## src/rtl/ahb_sram_req_if_if.sv

```systemverilog
// AHB slave port and SRAM-controller request/response signals for ahb_sram_req_if.
// The slave modport is the bridge's view; master is the bus/controller side.
interface ahb_sram_req_if_if #(
    parameter int unsigned AHB_DWIDTH = 32,
    parameter int unsigned ADDR_WIDTH = 20
);
    // AHB side
    logic                  HSEL;
    logic [ADDR_WIDTH-1:0] HADDR;
    logic                  HWRITE;
    logic [2:0]            HSIZE;
    logic [1:0]            HTRANS;
    logic                  HREADYIN;
    logic [AHB_DWIDTH-1:0] HWDATA;
    logic                  HREADYOUT;
    logic [1:0]            HRESP;
    logic [AHB_DWIDTH-1:0] HRDATA;

    // SRAM controller side
    logic                  ahbsram_req;
    logic                  ahbsram_write;
    logic [2:0]            ahbsram_size;
    logic [ADDR_WIDTH-1:0] ahbsram_addr;
    logic [AHB_DWIDTH-1:0] ahbsram_wdata;
    logic                  sramahb_ack;
    logic [AHB_DWIDTH-1:0] sramahb_rdata;
    logic                  BUSY;

    modport slave (
        input  HSEL, HADDR, HWRITE, HSIZE, HTRANS, HREADYIN, HWDATA,
        input  sramahb_ack, sramahb_rdata, BUSY,
        output HREADYOUT, HRESP, HRDATA,
        output ahbsram_req, ahbsram_write, ahbsram_size, ahbsram_addr, ahbsram_wdata
    );

    modport master (
        output HSEL, HADDR, HWRITE, HSIZE, HTRANS, HREADYIN, HWDATA,
        output sramahb_ack, sramahb_rdata, BUSY,
        input  HREADYOUT, HRESP, HRDATA,
        input  ahbsram_req, ahbsram_write, ahbsram_size, ahbsram_addr, ahbsram_wdata
    );
endinterface

```

## src/rtl/ahb_sram_req_if.sv

```systemverilog
// AHB slave front end that turns each aligned transfer into a single-cycle SRAM
// request, inserts wait states until the controller acks, and flags misaligned accesses.
module ahb_sram_req_if #(
    parameter int unsigned AHB_DWIDTH = 32,
    parameter int unsigned ADDR_WIDTH = 20
) (
    input  logic             HCLK,
    input  logic             HRESET,
    ahb_sram_req_if_if.slave bus
);

    localparam logic [1:0] RESP_OKAY     = 2'b00;
    localparam logic [1:0] RESP_ERROR    = 2'b01;
    localparam logic [1:0] HTRANS_NONSEQ = 2'b10;
    localparam logic [1:0] HTRANS_SEQ    = 2'b11;
    localparam logic [2:0] SIZE_HALF     = 3'b001;
    localparam logic [2:0] SIZE_WORD     = 3'b010;

    typedef enum logic [2:0] {
        S_IDLE,
        S_REQ,
        S_ACK,
        S_RCAP,
        S_FIN,
        S_ERR1,
        S_ERR2
    } state_e;

    state_e                state_q, state_d;
    logic [ADDR_WIDTH-1:0] addr_q, addr_d;
    logic [2:0]            size_q, size_d;
    logic                  write_q, write_d;
    logic [AHB_DWIDTH-1:0] rdata_q, rdata_d;
    logic                  ready_q, ready_d;
    logic [1:0]            resp_q, resp_d;

    logic                  sample_c;
    logic                  active_c;
    logic                  valid_c;
    logic                  misaligned_c;
    logic                  req_c;

    // Address-phase qualification; only IDLE and FIN are ready to accept a new transfer.
    always_comb begin
        sample_c     = (state_q == S_IDLE) || (state_q == S_FIN);
        active_c     = (bus.HTRANS == HTRANS_NONSEQ) || (bus.HTRANS == HTRANS_SEQ);
        valid_c      = sample_c && bus.HSEL && bus.HREADYIN && active_c;
        misaligned_c = (bus.HSIZE > SIZE_WORD)
                    || ((bus.HSIZE == SIZE_HALF) && bus.HADDR[0])
                    || ((bus.HSIZE == SIZE_WORD) && (bus.HADDR[1:0] != 2'b00));
    end

    // Next-state, attribute latch and read-data capture.
    always_comb begin
        state_d = state_q;
        addr_d  = addr_q;
        size_d  = size_q;
        write_d = write_q;
        rdata_d = rdata_q;
        req_c   = 1'b0;

        unique case (state_q)
            S_IDLE, S_FIN: begin
                if (valid_c) begin
                    addr_d  = bus.HADDR;
                    size_d  = bus.HSIZE;
                    write_d = bus.HWRITE;
                    state_d = misaligned_c ? S_ERR1 : S_REQ;
                end else begin
                    state_d = S_IDLE;
                end
            end
            S_REQ: begin
                if (!bus.BUSY) begin
                    req_c   = 1'b1;
                    state_d = S_ACK;
                end
            end
            S_ACK: begin
                if (bus.sramahb_ack) begin
                    state_d = write_q ? S_FIN : S_RCAP;
                end
            end
            S_RCAP: begin
                rdata_d = bus.sramahb_rdata;
                state_d = S_FIN;
            end
            S_ERR1:  state_d = S_ERR2;
            S_ERR2:  state_d = S_IDLE;
            default: state_d = S_IDLE;
        endcase

        // Bus response registers follow the state being entered.
        ready_d = (state_d == S_IDLE) || (state_d == S_FIN) || (state_d == S_ERR2);
        resp_d  = ((state_d == S_ERR1) || (state_d == S_ERR2)) ? RESP_ERROR : RESP_OKAY;
    end

    always_ff @(posedge HCLK) begin
        if (HRESET) begin
            state_q <= S_IDLE;
            addr_q  <= '0;
            size_q  <= '0;
            write_q <= 1'b0;
            rdata_q <= '0;
            ready_q <= 1'b1;
            resp_q  <= RESP_OKAY;
        end else begin
            state_q <= state_d;
            addr_q  <= addr_d;
            size_q  <= size_d;
            write_q <= write_d;
            rdata_q <= rdata_d;
            ready_q <= ready_d;
            resp_q  <= resp_d;
        end
    end

    // The request pulse depends on BUSY in the same cycle, so it is driven combinationally.
    assign bus.ahbsram_req   = req_c;
    assign bus.ahbsram_write = write_q;
    assign bus.ahbsram_size  = size_q;
    assign bus.ahbsram_addr  = addr_q;
    assign bus.ahbsram_wdata = bus.HWDATA;
    assign bus.HREADYOUT     = ready_q;
    assign bus.HRESP         = resp_q;
    assign bus.HRDATA        = rdata_q;

endmodule

```

## src/flat_wrapper.sv

```systemverilog
// flat-port wrapper written by rule: the top's interface ports become plain ports
module ahb_sram_req_if_flat 
#(
    parameter int unsigned AHB_DWIDTH = 32,
    parameter int unsigned ADDR_WIDTH = 20
)
  (HCLK, HRESET, bus_HSEL, bus_HADDR, bus_HWRITE, bus_HSIZE, bus_HTRANS, bus_HREADYIN, bus_HWDATA, bus_sramahb_ack, bus_sramahb_rdata, bus_BUSY, bus_HREADYOUT, bus_HRESP, bus_HRDATA, bus_ahbsram_req, bus_ahbsram_write, bus_ahbsram_size, bus_ahbsram_addr, bus_ahbsram_wdata);
  ahb_sram_req_if_if #(.AHB_DWIDTH(AHB_DWIDTH), .ADDR_WIDTH(ADDR_WIDTH)) bus_i ();
  input  logic HCLK;
  input  logic HRESET;
  input wire logic [$bits(bus_i.HSEL)-1:0] bus_HSEL;
  input wire logic [$bits(bus_i.HADDR)-1:0] bus_HADDR;
  input wire logic [$bits(bus_i.HWRITE)-1:0] bus_HWRITE;
  input wire logic [$bits(bus_i.HSIZE)-1:0] bus_HSIZE;
  input wire logic [$bits(bus_i.HTRANS)-1:0] bus_HTRANS;
  input wire logic [$bits(bus_i.HREADYIN)-1:0] bus_HREADYIN;
  input wire logic [$bits(bus_i.HWDATA)-1:0] bus_HWDATA;
  input wire logic [$bits(bus_i.sramahb_ack)-1:0] bus_sramahb_ack;
  input wire logic [$bits(bus_i.sramahb_rdata)-1:0] bus_sramahb_rdata;
  input wire logic [$bits(bus_i.BUSY)-1:0] bus_BUSY;
  output wire logic [$bits(bus_i.HREADYOUT)-1:0] bus_HREADYOUT;
  output wire logic [$bits(bus_i.HRESP)-1:0] bus_HRESP;
  output wire logic [$bits(bus_i.HRDATA)-1:0] bus_HRDATA;
  output wire logic [$bits(bus_i.ahbsram_req)-1:0] bus_ahbsram_req;
  output wire logic [$bits(bus_i.ahbsram_write)-1:0] bus_ahbsram_write;
  output wire logic [$bits(bus_i.ahbsram_size)-1:0] bus_ahbsram_size;
  output wire logic [$bits(bus_i.ahbsram_addr)-1:0] bus_ahbsram_addr;
  output wire logic [$bits(bus_i.ahbsram_wdata)-1:0] bus_ahbsram_wdata;
  assign bus_i.HSEL = bus_HSEL;
  assign bus_i.HADDR = bus_HADDR;
  assign bus_i.HWRITE = bus_HWRITE;
  assign bus_i.HSIZE = bus_HSIZE;
  assign bus_i.HTRANS = bus_HTRANS;
  assign bus_i.HREADYIN = bus_HREADYIN;
  assign bus_i.HWDATA = bus_HWDATA;
  assign bus_i.sramahb_ack = bus_sramahb_ack;
  assign bus_i.sramahb_rdata = bus_sramahb_rdata;
  assign bus_i.BUSY = bus_BUSY;
  assign bus_HREADYOUT = bus_i.HREADYOUT;
  assign bus_HRESP = bus_i.HRESP;
  assign bus_HRDATA = bus_i.HRDATA;
  assign bus_ahbsram_req = bus_i.ahbsram_req;
  assign bus_ahbsram_write = bus_i.ahbsram_write;
  assign bus_ahbsram_size = bus_i.ahbsram_size;
  assign bus_ahbsram_addr = bus_i.ahbsram_addr;
  assign bus_ahbsram_wdata = bus_i.ahbsram_wdata;
  ahb_sram_req_if #(.AHB_DWIDTH(AHB_DWIDTH), .ADDR_WIDTH(ADDR_WIDTH)) u_core (.HCLK(HCLK), .HRESET(HRESET), .bus(bus_i));
endmodule
```

## config.mk

```make
export PLATFORM = sky130hd
export DESIGN_NAME = ahb_sram_req_if_flat
export DESIGN_NICKNAME = d
export VERILOG_FILES = /design/src/rtl/ahb_sram_req_if_if.sv /design/src/rtl/ahb_sram_req_if.sv /design/src/flat_wrapper.sv
export SDC_FILE = /design/constraint.sdc
export NUM_CORES = 1
export LEC_CHECK = 0
export BUFFER_PORTS_ARGS = -buffer_cell sky130_fd_sc_hd__buf_2
export CORE_ASPECT_RATIO = 0.75
export CORE_UTILIZATION = 37
export DETAILED_ROUTE_END_ITERATION = 10
export PLACE_DENSITY = 0.74
export SLEW_MARGIN = 20
export SYNTH_ARGS = -nofsm -noshare
export SYNTH_HDL_FRONTEND = slang
export SYNTH_SLANG_ARGS = --single-unit
export TNS_END_PERCENT = 1
```

## constraint.sdc

```tcl
create_clock -name HCLK -period 1.4 [get_ports HCLK]
set_input_delay 0.35 -clock HCLK [delete_from_list [all_inputs] [get_ports HCLK]]
set_output_delay 0.35 -clock HCLK [all_outputs]
set_load 0.005 [all_outputs]
```

# Word level (Yosys, flattened, before mapping)
# Index checks and enable logic that the tools add are counted.
# totals
ff_bits,62
inputBits,96
out_inout_bits,92
wordCells,46
# op_classes
magnitude_cmp,1
eq_ne,12
mux,9
reduce_logical,17
# ops
operator,n
$eq A3 B3 Y1 const B,5
$mux W3,5
$pmux W3 S5,1
$eq A3 B2 Y1 const B,3
$logic_or A1 B1 Y1,7
$eq A3 B1 Y1 const B,2
$logic_not A3 Y1,2
$logic_and A1 B1 Y1,5
$eq A2 B2 Y1 const B,2
$gt A3 B2 Y1 const B,1
$mux W1,3
$reduce_and A2 Y1,1
$reduce_bool A2 Y1,1
$reduce_or A2 Y1,1

# Logic depth before layout (Yosys ltp)
# Gate-level depths: netlist of run 1.
# depth
ltp_word,10
ltp_mapped,6
depth_no_buf,3

# Worst setup path after synthesis of run 1
# Ideal clock, no wire load.
# synth_path
path_type,register to output
from,reg u_core.state_q[0]
to,out bus_ahbsram_req
arrival_time_ns,0.966
required_time_ns,1.050
path_slack_ns,0.084
stages_incl_launch_ff,4
n_path_buf,1
path_cell_list,dfxtp_1 buf_6 clkinv_1 nor4_1
# synth_via
elab_chain_cells,2
# synth_lines
item,line_no,text
"start, declared",ahb_sram_req_if.sv:29,"state_e state_q, state_d;"
"start signal, assigned",ahb_sram_req_if.sv:108,state_q <= state_d;
$eq A3 B1 Y1,ahb_sram_req_if.sv:62,unique case (state_q)
$mux W1,ahb_sram_req_if.sv:62,
"end, declared",flat_wrapper.sv:24,output wire logic [$bits(bus_i.ahbsram_req)-1:0] bus_ahbsram_req;
# Every way passes these cells.

# Final worst setup path of run 1
# layout_path
from,reg u_core.state_q[2]
to,out bus_ahbsram_req
# Same word-level chain as after synthesis.

==> flow_summary_export.csv, run 1 <==
group,metric,value,unit
logic_synthesis,ys.flop_type,"dfxtp_1",
clock_tree,clk_latency,330,ps
floorplanning,initial_core_util,38.15,%
sta,clock.fmax,0.7072,GHz
place,port_buffers,121,
floorplanning,dieArea,7353,sq um
logic_synthesis,synth_seq_cells,61,
global_route,use_met3,8.177,%
logic_synthesis,syn_area_per_cell,8.182,sq um
critical_path,r2r_setup_slack,60,ps
logic_synthesis,yosysTopAreaCell,"dfxtp_1",
critical_path,critical-path-top-delay-family,"flip-flops",
layout,drive_above_1_share,38.08,%
critical_path,crit_chain,"nor4_2, buf_2",
sta,rsz0062_at_grt,"true",
critical_path,critPathArrivalTime,1060,ps
sta,fin_setup_tns,-14.04,ps
detailed_routing,drt-total-wl,6378,microns
critical_path,r2r_end,"u_core.bus.HREADYOUT$_SDFF_PP1_",
logic_synthesis,yosysMostFrequentCell,"nand2_1",
global_route,antenna_found_initial,0,
critical_path,worstSetupPathDepth,2,
floorplanning,core-area,6799,sq um
global_route,met2_usage,27.07,%
clock_tree,cts_tree,"done",
global_route,busiest_layer,"met2",
logic_synthesis,synth_edf_count,0,
sta,hold_viol,0,
detailed_routing,drt-wirelength-per-cell,12.99,microns
logic_synthesis,synthTopCellsByCount,"64 x nand2_1, 61 x dfxtp_1, 60 x a21oi_1",
power,ir_drop,602.7,uV
logic_synthesis,yosys-top-cells-area,"dfxtp_1 47%, a21oi_1 12%, buf_4 10%, nand2_1 9.3%, nand3_1 5.0%",
clock_tree,htreeDepth,3,
place,dp_hpwl,4263,microns
critical_path,cpMaxStageDelayCell,"dfxtp_2",
logic_synthesis,ys_async_sr_fraction,0,%
status,violations,"setup timing",
place,place_ws,57.20,ps
place,dp.cells,474,
layout,finalInstanceArea,3258,sq um
detailed_routing,firstDrtPassIters,4,
status,outcome,"finished with violations",
job,max_cap_viol_count,0,
layout,area_growth,25.61,%
critical_path,startpoint,"u_core.state_q[2]$_SDFF_PP0_",
sta,fin_crit_sh,101.0,%
clock_tree,clock_sinks,61,
global_route,grt_start_max_net_pins,33,
global_route,grtUsageMet1,21.81,%
power,cellLeakagePower,1.441,nW
logic_synthesis,synthCells,317,
clock_tree,cts_inserted_buffers,9,
critical_path,slowest_delay,320,ps
global_route,grt_pass1_vias,2046,
global_route,grt_pass1_wl,9977,microns
power,total_power,3.816,mW
critical_path,reg2reg_from,"u_core.state_q[2]$_SDFF_PP0_",
global_route,track_usage,17.73,%
logic_synthesis,ys_seq_area_share,47.08,%
sta,period_needed,1414,ps
critical_path,crit_path_start_kind,"flip-flop",
floorplanning,die_w,98.68,microns
detailed_routing,post-route-drc-count,0,
clock_tree,cts-root-buf,"clkbuf_8",
sta,slew_violations,0,
layout,diodes,0,
detailed_routing,num_vias,2387,
place,dpl-instance-area,3012,sq um
logic_synthesis,netlist_area,2594,sq um
sta,holdWs,251.4,ps
detailed_routing,drt_iter0_markers,99,
clock_tree,path_clk_slew,70,ps
layout,final_nets,498,
logic_synthesis,syn-num-nets,413,
critical_path,cp-end-kind,"primary output",
layout,fin_util,47.92,%
floorplanning,die_h,74.51,microns
global_route,grt-ovfl-total,0,
logic_synthesis,synth.top_cell.area_share,47.08,%
floorplanning,num_io_pins,188,
sta,postLayoutSetupSlackWorst,-14.04,ps
critical_path,critPathRequiredTime,1050,ps
min_path,min_path_type,"primary input to flip-flop",
sta,finalSetupViolations,1,
critical_path,endpoint,"bus_ahbsram_req",
critical_path,critPathBufInv,1,
critical_path,crit_type,"flip-flop to primary output",
sta,finClkSkew,7.296,ps
logic_synthesis,yosysWarnings,0,
power,p_per_area,1171,nW/um^2
layout,fillers,682,
critical_path,r2r_cells,5,
critical_path,path_max_fanout,2,
clock_tree,clockBufferDepth,2,
detailed_routing,drtAntennaViolNets,0,
detailed_routing,viasPerCell,4.862,
place,finalWeightedCongestion,0.7874,
logic_synthesis,synth.distinct_cells,30,
floorplanning,num_rows,26,
layout,final_cells,491,
state kept, by name, indices dropped and copies added, names as in the netlist:
register and count:
u_core.bus.HRDATA 32, u_core.bus.HREADYOUT 1, u_core.bus.HRESP 1, u_core.bus.ahbsram_addr 20, u_core.bus.ahbsram_size 3, u_core.bus.ahbsram_write 1
u_core.state_q 3
routing by layer:
metal	routed length, microns	part of all wire (%)
met2	2859	45
met4	133	2.1
met5	0	0
met1	2913	46
met3	471	7.4
cell usage in the layout (no fill, tap or decap), types with 2 or more instances in the layout:
cell	count
buf_2	121
nand3b_1	2
bufinv_16	2
dfxtp_2	2
clkinv_2	2
clkbuf_8	11
a21oi_1	60
nand2_1	64
nor2b_1	2
o21ai_0	21
dfxtp_1	59
buf_4	10
nand3_1	26
o21ai_1	4
buf_12	2
power breakdown:
| group | switching [mW] | internal (mW) | leakage, nW |
|---|---|---|---|
| clock | 0.653 | 1.09 | 0.116 |
| combinational | 0.151 | 0.134 | 0.831 |
| sequential | 0.0160 | 1.77 | 0.494 |
cells by family after synthesis:
| logic type | after synthesis | synth area share, % |
|---|---|---|
| other | 1 | 0.1446 |
| AOI/OAI and AO/OA | 91 | 18.38 |
| DFF | 61 | 47.08 |
| buffers and inverters | 61 | 15.73 |
| and+or+nand+nor | 103 | 18.67 |
area by class of cell:
| cell class | count | area [sq um] | area share [%] |
|---|---|---|---|
| inverter | 2 | 7.507 | 0.2304 |
| tap | 84 | 105.1 | 3.226 |
| clock buffer | 12 | 155.1 | 4.762 |
| sequential | 61 | 1224 | 37.56 |
| timing repair buffer | 133 | 720.7 | 22.12 |
| multi-input combinational | 195 | 975.9 | 29.95 |
| clock inverter | 4 | 70.07 | 2.151 |
worst reg2reg max path: stages, from the launching register on:
cell	delay [ps]
dfxtp_2	320
buf_4	130
buf_4	140
nand2b_1	150
a32o_1	250
o31ai_2	240
how the worst min path moves through the flow:
stage                                       startpoint                                  to  slack (ps)  cells after the start
floorplan            u_core.bus.HRDATA[0]$_SDFFE_PP0N_   u_core.bus.HRDATA[0]$_SDFFE_PP0N_         450                      2
global placement     u_core.bus.HRDATA[8]$_SDFFE_PP0N_   u_core.bus.HRDATA[8]$_SDFFE_PP0N_         440                      2
detailed placement  u_core.bus.HRDATA[18]$_SDFFE_PP0N_  u_core.bus.HRDATA[18]$_SDFFE_PP0N_         440                      2
CTS                              bus_sramahb_rdata[18]  u_core.bus.HRDATA[18]$_SDFFE_PP0N_         230                      3
global route                     bus_sramahb_rdata[18]  u_core.bus.HRDATA[18]$_SDFFE_PP0N_         220                      3
finish                           bus_sramahb_rdata[19]  u_core.bus.HRDATA[19]$_SDFFE_PP0N_         250                      3
repair_timing:
| item | in CTS | in global routing |
|---|---|---|
| hold buffers | 0 | 0 |
| setup endpoints to repair | 1 | 3 |
| gates resized for setup | 4 | 1 |
| cloned | 0 | 0 |
| buffers inserted | 1 | 0 |
| pin swaps | 1 | 1 |
(Power assumes the default switching activity.)
==> run 2, diff against run 1 <==
SKIP_LAST_GASP = 1   (was unset)
==> flow_summary_export.csv, run 2 (synthesized netlist as in run 1, its figures left out) <==
group,metric,value,unit
clock_tree,cts-root-buf,"clkbuf_8",
layout,area_growth,25.61,%
place,dp.cells,474,
sta,fin_crit_sh,101.1,%
sta,holdWs,251.4,ps
floorplanning,dieArea,7353,sq um
clock_tree,clk_latency,330,ps
layout,drive_above_1_share,38.08,%
power,p_per_area,1171,nW/um^2
place,port_buffers,121,
layout,final_nets,498,
critical_path,path_max_fanout,2,
detailed_routing,post-route-drc-count,0,
global_route,track_usage,17.67,%
global_route,grt_pass1_wl,9915,microns
clock_tree,clockBufferDepth,2,
place,finalWeightedCongestion,0.7874,
power,ir_drop,600.5,uV
global_route,grt_start_max_net_pins,33,
floorplanning,num_rows,26,
power,cellLeakagePower,1.441,nW
detailed_routing,firstDrtPassIters,4,
sta,clock.fmax,0.7065,GHz
layout,diodes,0,
place,dpl-instance-area,3012,sq um
detailed_routing,drt_iter0_markers,90,
place,dp_hpwl,4263,microns
floorplanning,die_h,74.51,microns
global_route,grt-ovfl-total,0,
global_route,grt_pass1_vias,2027,
layout,final_cells,491,
layout,mostFrequentLayoutCells,"121 x buf_2, 64 x nand2_1, 60 x a21oi_1",
sta,finClkSkew,6.236,ps
sta,postLayoutSetupSlackWorst,-15.37,ps
critical_path,crit_path_start_kind,"flip-flop",
clock_tree,cts_inserted_buffers,9,
critical_path,critPathRequiredTime,1050,ps
sta,finalSetupViolations,1,
sta,slew_violations,0,
clock_tree,htreeDepth,3,
detailed_routing,viasPerCell,4.906,
clock_tree,postCtsHoldBufs,0,
detailed_routing,num_vias,2409,
job,max_cap_viol_count,0,
critical_path,r2r_cells,5,
sta,hold_viol,0,
detailed_routing,drt-wirelength-per-cell,13.04,microns
sta,rsz0062_at_grt,"true",
critical_path,cp-end-kind,"primary output",
sta,period_needed,1415,ps
min_path,min_delay_path_depth,3,
status,violations,"setup timing",
critical_path,crit_type,"flip-flop to primary output",
layout,largest_register_ffs,32,
place,place_ws,57.20,ps
critical_path,r2r_setup_slack,20,ps
critical_path,critPathArrivalTime,1070,ps
detailed_routing,drtAntennaViolNets,0,
power,total_power,3.815,mW
layout,finalInstanceArea,3258,sq um
floorplanning,initial_core_util,38.15,%
detailed_routing,drt-total-wl,6401,microns
clock_tree,cts_tree,"done",
global_route,antenna_found_initial,0,
min_path,min_path_type,"primary input to flip-flop",
clock_tree,clock_sinks,61,
layout,fin_util,47.92,%
layout,layout_commonest_cell,"buf_2",
floorplanning,core-area,6799,sq um
sta,fin_setup_tns,-15.37,ps
floorplanning,num_io_pins,188,
clock_tree,path_clk_slew,70,ps
floorplanning,die_w,98.68,microns
status,outcome,"finished with violations",
## run 2: cell counts in the layout (fill, tap and decap cells not counted)
Identical to the previous run, type by type.
## run 2: worst max-delay path, stage by stage (launching register included)
cell and delay, ps:
dfxtp_2 330, nor4_2 260, buf_2 150
## run 2: what timing repair did
item	in CTS	in global routing
buffers inserted	1	0
endpoints found under the setup margin	1	3
pin swaps	1	0
gates resized for setup	3	1
## run 2: worst paths after layout
kind,end,start
max,bus_ahbsram_req,u_core.state_q[2]$_SDFF_PP0_
min,u_core.bus.HRDATA[19]$_SDFFE_PP0N_,bus_sramahb_rdata[19]
max reg2reg,u_core.bus.HREADYOUT$_SDFF_PP1_,u_core.state_q[2]$_SDFF_PP0_
min reg2reg,u_core.bus.HRDATA[25]$_SDFFE_PP0N_,u_core.bus.HRDATA[25]$_SDFFE_PP0N_
## run 2: per-layer routing
| metal | share of wire (%) | GRT usage (%) | up-vias |
|---|---|---|---|
| met5 | 0 | 0 | - |
| met4 | 1.7 | 7.629 | 0 |
| met3 | 7.8 | 8.177 | 17 |
| met2 | 45 | 26.45 | 115 |
| met1 | 45 | 22.10 | 1075 |
| li1 | - | - | 1202 |
## run 2: power by group
group          internal [mW]  switching [mW]  leakage (nW)
Sequential              1.77          0.0160         0.494
Clock                   1.09           0.653         0.116
Combinational          0.134           0.150         0.831
## run 2: area by class of cell
type                            instances  area (sq um)
Clock buffer                           12         155.1
Inverter                                2         7.507
Sequential cell                        61          1224
Fill cell                             682          3541
Clock inverter                          4         70.07
Multi-Input combinational cell        195         975.9
Timing Repair Buffer                  133         720.7
Tap cell                               84         105.1
